## config.mk

```make
export PLATFORM = sky130hd
export DESIGN_NAME = series_ctrl_flat
export DESIGN_NICKNAME = d
export VERILOG_FILES = /design/src/rtl/series_pkg.sv /design/src/rtl/series_ctrl_if.sv /design/src/rtl/series_ctrl.sv /design/src/flat_wrapper.sv
export SDC_FILE = /design/constraint.sdc
export NUM_CORES = 1
export LEC_CHECK = 0
export ABC_CLOCK_PERIOD_IN_PS = 2170
export CORE_AREA = 4 4 41 43
export DETAILED_ROUTE_END_ITERATION = 8
export DIE_AREA = 0 0 45 47
export PLACE_DENSITY = 0.73
export SYNTH_ARGS = -nofsm -noshare
export SYNTH_HDL_FRONTEND = slang
export SYNTH_SLANG_ARGS = --single-unit
```

## constraint.sdc

```tcl
create_clock -name clk -period 2.17 [get_ports clk]
set_clock_uncertainty 0.2 [all_clocks]
set_input_delay 0.5425 -clock clk [delete_from_list [all_inputs] [get_ports clk]]
set_output_delay 0.5425 -clock clk [all_outputs]
set_load 0.03 [all_outputs]
```

## src/rtl/series_pkg.sv

```systemverilog
// Shared types and constants for the Q8.8 series-evaluation block.
package series_pkg;

  typedef enum logic [2:0] {
    S_IDLE,
    S_INIT,
    S_CHECK,
    S_MUL,
    S_ACC,
    S_DONE
  } series_state_t;

  localparam logic [15:0] Q88_ONE      = 16'h0100;
  localparam int          SERIES_CNT_W = 4;

endpackage

```

## src/rtl/series_ctrl_if.sv

```systemverilog
// Control-to-datapath/host bundle: request, comparator feedback and Moore strobes.
interface series_ctrl_if #(
  parameter int CNT_W = 4
);
  logic             start;
  logic [CNT_W-1:0] n_terms;
  logic             fin;
  logic [CNT_W-1:0] n_lat;
  logic             term_init;
  logic             sum_init;
  logic             cnt_init;
  logic             term_ld;
  logic             term_sel;
  logic             sum_ld;
  logic             add_mode;
  logic             cnt_en;
  logic             busy;
  logic             done;

  modport master (
    input  start, n_terms, fin,
    output n_lat, term_init, sum_init, cnt_init, term_ld, term_sel,
           sum_ld, add_mode, cnt_en, busy, done
  );

  modport slave (
    output start, n_terms, fin,
    input  n_lat, term_init, sum_init, cnt_init, term_ld, term_sel,
           sum_ld, add_mode, cnt_en, busy, done
  );
endinterface

```

## src/rtl/series_ctrl.sv

```systemverilog
// Sequencer for N multiply/accumulate series iterations; done in cycle 3+3N after accept.
// start ignored unless IDLE; SERIES_ALT_SIGN_EN selects alternating-sign accumulation.
module series_ctrl
  import series_pkg::*;
#(
  parameter int CNT_W = SERIES_CNT_W
) (
  input  logic          clk,
  input  logic          rst,
  series_ctrl_if.master bus
);

  series_state_t    state_q, state_d;
  logic [CNT_W-1:0] n_lat_q, n_lat_d;

  always_ff @(posedge clk or negedge rst) begin
    if (!rst) begin
      state_q <= S_IDLE;
      n_lat_q <= '0;
    end else begin
      state_q <= state_d;
      n_lat_q <= n_lat_d;
    end
  end

  always_comb begin
    state_d = state_q;
    n_lat_d = n_lat_q;
    unique case (state_q)
      S_IDLE: begin
        if (bus.start) begin
          n_lat_d = bus.n_terms;
          state_d = S_INIT;
        end
      end
      S_INIT:  state_d = S_CHECK;
      S_CHECK: state_d = bus.fin ? S_DONE : S_MUL;
      S_MUL:   state_d = S_ACC;
      S_ACC:   state_d = S_CHECK;
      S_DONE:  state_d = S_IDLE;
      default: state_d = S_IDLE;
    endcase
  end

  // Every strobe is decoded from state_q alone so no input reaches an output combinationally.
  assign bus.n_lat     = n_lat_q;
  assign bus.term_init = (state_q == S_INIT);
  assign bus.sum_init  = (state_q == S_INIT);
  assign bus.cnt_init  = (state_q == S_INIT);
  assign bus.term_ld   = (state_q == S_MUL);
  assign bus.term_sel  = (state_q == S_MUL);
  assign bus.sum_ld    = (state_q == S_ACC);
  assign bus.cnt_en    = (state_q == S_ACC);
  assign bus.busy      = (state_q != S_IDLE);
  assign bus.done      = (state_q == S_DONE);

`ifdef SERIES_ALT_SIGN_EN
  logic sign_q, sign_d;

  always_comb begin
    sign_d = sign_q;
    if (state_q == S_INIT) begin
      sign_d = 1'b0;
    end else if (state_q == S_ACC) begin
      sign_d = ~sign_q;
    end
  end

  always_ff @(posedge clk or negedge rst) begin
    if (!rst) begin
      sign_q <= 1'b0;
    end else begin
      sign_q <= sign_d;
    end
  end

  // First iteration subtracts, then alternates.
  assign bus.add_mode = (state_q == S_ACC) ? sign_q : 1'b1;
`else
  assign bus.add_mode = 1'b1;
`endif

endmodule

```

## src/flat_wrapper.sv

```systemverilog
// flat-port wrapper written by rule: the top's interface ports become plain ports
module series_ctrl_flat import series_pkg::*;
#(
  parameter int CNT_W = SERIES_CNT_W
)
  (clk, rst, bus_start, bus_n_terms, bus_fin, bus_n_lat, bus_term_init, bus_sum_init, bus_cnt_init, bus_term_ld, bus_term_sel, bus_sum_ld, bus_add_mode, bus_cnt_en, bus_busy, bus_done);
  series_ctrl_if #(.CNT_W(CNT_W)) bus_i ();
  input  logic clk;
  input  logic rst;
  input wire logic [$bits(bus_i.start)-1:0] bus_start;
  input wire logic [$bits(bus_i.n_terms)-1:0] bus_n_terms;
  input wire logic [$bits(bus_i.fin)-1:0] bus_fin;
  output wire logic [$bits(bus_i.n_lat)-1:0] bus_n_lat;
  output wire logic [$bits(bus_i.term_init)-1:0] bus_term_init;
  output wire logic [$bits(bus_i.sum_init)-1:0] bus_sum_init;
  output wire logic [$bits(bus_i.cnt_init)-1:0] bus_cnt_init;
  output wire logic [$bits(bus_i.term_ld)-1:0] bus_term_ld;
  output wire logic [$bits(bus_i.term_sel)-1:0] bus_term_sel;
  output wire logic [$bits(bus_i.sum_ld)-1:0] bus_sum_ld;
  output wire logic [$bits(bus_i.add_mode)-1:0] bus_add_mode;
  output wire logic [$bits(bus_i.cnt_en)-1:0] bus_cnt_en;
  output wire logic [$bits(bus_i.busy)-1:0] bus_busy;
  output wire logic [$bits(bus_i.done)-1:0] bus_done;
  assign bus_i.start = bus_start;
  assign bus_i.n_terms = bus_n_terms;
  assign bus_i.fin = bus_fin;
  assign bus_n_lat = bus_i.n_lat;
  assign bus_term_init = bus_i.term_init;
  assign bus_sum_init = bus_i.sum_init;
  assign bus_cnt_init = bus_i.cnt_init;
  assign bus_term_ld = bus_i.term_ld;
  assign bus_term_sel = bus_i.term_sel;
  assign bus_sum_ld = bus_i.sum_ld;
  assign bus_add_mode = bus_i.add_mode;
  assign bus_cnt_en = bus_i.cnt_en;
  assign bus_busy = bus_i.busy;
  assign bus_done = bus_i.done;
  series_ctrl #(.CNT_W(CNT_W)) u_core (.clk(clk), .rst(rst), .bus(bus_i));
endmodule
```

== Word level (Yosys, flattened, before mapping) ==
Index checks and enable logic that the tools add are counted.
Cells by class
  eq/ne operators: 6
  muxes and demuxes: 3
  reduce and logical (&&, ||, !) cells: 4
Operators with widths (number)
  3-bit one-hot mux with 4 select lines: 1
  3-bit by 2-bit equality test with 1-bit output (second input constant): 2
  3-bit equality test (second input constant): 2
  3-bit two-way mux: 2
  3-bit by 1-bit equality test with 1-bit output (second input constant): 1
  3-bit zero test: 1
  3-bit nonzero test: 1
  2-bit != test (second input constant): 1
  2-bit AND reduction: 1
  2-bit OR reduction: 1
Word-level totals
  register bits after elaboration: 7
  input port bits: 8
  output and inout bits: 14
  logic and storage cells: 15

== Depth between registers and ports, before layout ==
  depth after elaboration: 3
  gate-level depth with buffers: 3

== Least setup slack after synthesis ==
No wires, ideal clock.
  path type: reg2out
  from: register u_core.state_q[2]
  to: output port bus_sum_init
  data arrival time: 1.697 ns
  slack: -0.270 ns
  stages on the path, launching flop included: 4
  buffers on the path: 2
  cell sequence: dfrtp_1 -> buf_8 -> nor3b_1 -> buf_4
Between the ends
  longest elaborated chain between the ends: 1
RTL lines
  from (decl): line series_ctrl.sv:13  | series_state_t state_q, state_d;
  from (signal assigned): line series_ctrl.sv:21  | state_q <= state_d;
  3-bit by 1-bit equality test with 1-bit output
  to (decl): line flat_wrapper.sv:15  | output wire logic [$bits(bus_i.sum_init)-1:0] bus_sum_init;
No other way between the ends.

== Worst setup path after layout ==
  from: register u_core.state_q[2]
  to: output port bus_busy
Between the ends
  longest elaborated chain between the ends: 1
RTL lines
  3-bit nonzero test: line series_ctrl.sv:54  | assign bus.busy = (state_q != S_IDLE);
  to (decl): line flat_wrapper.sv:22  | output wire logic [$bits(bus_i.busy)-1:0] bus_busy;
No other way between the ends.

==> results.tsv <==
metric	value	unit
outcome	complete, no violations	
synth_fp_nets	39	
fin_util	44.7	%
synth_warnings	0	
synthesis.instances	31	
crit_arrival	1.37	ns
yosysMostFrequentCell	dfrtp_1	
slew_viol_final	0	
cts_root_buffer	clkbuf_4	
total_leakage_power	0.273	nW
period_minus_slack	2.12	ns
hold_path_class	reg -> reg	
routabilityCongestion	0.752	
grt_overflow	0	
drtIter0Drc	2	
cts_max_level	1	
layout-drive-gt1-share	43.1	%
core	1300	sq um
diodes	0	
drt_wl_total	789	microns
clkLatencyLatePin	0.25	ns
ctsHoldBuffers	0	
synth_top_cells_by_count	7 x dfrtp_1, 5 x buf_4, 3 x mux2_1, 3 x nor3b_1	
grt_pass1_wl	1.24	mm
cts_tree	done	
swShare	45.7	%
ioPinCount	22	
placed_cells	62	
power_switching	0.000451	W
start_util	29.4	%
cts_buffers	3	
dieArea	2120	sq um
clkSlewWorstSetupHoldPaths	0.06	ns
row_count	13	
rsz0062_at_grt	no	
setup-violations-final	0	
synth_top_area_share	45.8	%
synthDistinctLibCells	15	
critPathMaxFanout	2	
required	1.43	ns
chipHeight	47	microns
start_kind	flop	
ys.flop_type	dfrtp_1	
ys_top_cells_by_area	dfrtp_1 46%, buf_4 9.8%, mux2_1 8.8%	
worst_r2r_path_depth	3	
ant_nets	0	
stdcell_count	66	
grt_pass1_vias	297	
post_drt_wl_per_cell	12.0	microns
syn_area_per_cell	12.4	sq um
fillers	129	
synth_seq_cells	7	
maxCapViolations	0	
drc	0	
synth_edf_count	0	
viasPerCell	4.47	
fin_hold_ws	0.281	ns
syn2layout_area_growth	52.0	%
power.share.sequential	22.8	%
syn_area	383	sq um
hold_viol_final	0	
fmax	0.473	GHz
seq_area_frac_synth	45.8	%
ir_drop	0.000441	V
worstSetupPathType	reg -> out	
internal_power	0.000536	W
grt_max_degree	9	
clock-sinks	7	
dr.pass1.iters	2	
io_buffers	20	
async_flop_share	100	%
powerDensity	1700	nW/um^2
worstSetupEndpointType	primary output	
fin_crit_sh	97.5	%
grt_usage	8.46	%
vias	295	
cts_setup_buffers	0	
combinationalPowerShare	65.1	%
multi_input_area	160	sq um
seqCellArea	175	sq um
nets	60	
die_w	45	microns
clock_power_share	12.1	%
min_path_cells	1	
synth.largest_area_cell	dfrtp_1	
antenna_found_initial	0	
cts_max_path_buffers	2	
[cells in the final DEF (no fill, tap or decap)]
cell type / synthesis / final
mux2_1: 3 / 3
clkbuf_4: 0 / 3
conb_1: 1 / 1
clkinv_2: 0 / 1
mux2_2: 1 / 1
nor4b_4: 1 / 1
or3_2: 1 / 1
nor2_1: 2 / 2
clkdlybuf4s15_2: 0 / 1
nor4b_1: 1 / 1
buf_4: 5 / 8
nor3_1: 1 / 1
nor3b_2: 0 / 2
dfrtp_1: 7 / 7
or3_1: 1 / 1
and3b_2: 2 / 2
dlygate4sd2_1: 0 / 1
clkbuf_2: 1 / 2
nor3b_1: 3 / 1
clkdlybuf4s50_1: 0 / 11
[final cells by class]
type	instances	share of cell area, %
flip-flops and latches	7	30.1
repair buffers	23	34.4
multi-input cells	17	27.5
well taps	15	3.23
clock inverters	1	0.860
clock buffers	3	3.87
[worst max-delay path, stage by stage, from the launching register on]
cell and delay, ns:
dfrtp_1 0.37, or3_2 0.46, clkdlybuf4s15_2 0.29
[per-stage QoR]
step | instance area [sq um] | total power [W] | TNS (ns) | setup WS (ns)
finish | 582 | 0.000987 | 0 | 0.0543
CTS | 589 | 0.00100 | 0 | 0.000215
global route | 582 | 0.00105 | 0 | 0.0150
global placement | 564 | 0.000885 | 0 | 0.0147
floorplan | 393 | 0.000693 | 0 | 0.124
detailed placement | 564 | 0.000895 | -0.00192 | -0.00192
[state kept, by name, indices dropped and copies added (netlist names)]
| register | count |
|---|---|
| u_core.bus.n_lat | 4 |
| u_core.state_q | 3 |
[path summary, 6_finish.rpt]
| kind | startpoint | end | slack [ns] |
|---|---|---|---|
| setup / recovery | u_core.state_q[2]$_DFFE_PN0P_ | bus_busy | 0.05 |
| hold / removal | u_core.bus.n_lat[1]$_DFFE_PN0P_ | u_core.bus.n_lat[1]$_DFFE_PN0P_ | 0.28 |
| setup reg to reg | u_core.state_q[2]$_DFFE_PN0P_ | u_core.bus.n_lat[3]$_DFFE_PN0P_ | 0.55 |
| hold reg to reg | u_core.bus.n_lat[1]$_DFFE_PN0P_ | u_core.bus.n_lat[1]$_DFFE_PN0P_ | 0.28 |
| max in group asynchronous | rst | u_core.state_q[2]$_DFFE_PN0P_ | 1.19 |
| min in group asynchronous | rst | u_core.bus.n_lat[1]$_DFFE_PN0P_ | 0.34 |
[power by group through the flow]
| stage | clock [W] | combinational, W | sequential (W) |
|---|---|---|---|
| 5_1_grt | 0.000131 | 0.000683 | 0.000235 |
| 4_1_cts | 0.000125 | 0.000653 | 0.000227 |
| 2_1_floorplan | 0 | 0.000377 | 0.000316 |
| 3_3_place_gp | 0 | 0.000658 | 0.000227 |
| 6_report | 0.000120 | 0.000642 | 0.000225 |
| 3_5_place_dp | 0 | 0.000666 | 0.000229 |
[what timing repair did]
action | in CTS | in global routing
cloned | 0 | 0
hold endpoints to repair | 0 | 0
endpoints found under the setup margin | 4 | 2
gates resized for setup | 6 | 4
pin swaps | 0 | 0
[logic make-up (layout without fill, tap and decap cells)]
logic type,Yosys count,in the layout,share of synthesized area [%]
buffers and inverters,7,27,15.0
flip-flops,7,7,45.8
multiplexers,4,4,11.8
other,1,1,0.979
AND/OR/NAND/NOR,12,12,26.5
[metal layers]
layer,track usage [%],wire length [microns]
met2,14.4,430
met3,4.21,71
met4,7.02,0
met5,0,0
met1,7.49,286
No activity file was read; power rests on OpenSTA's default activity.
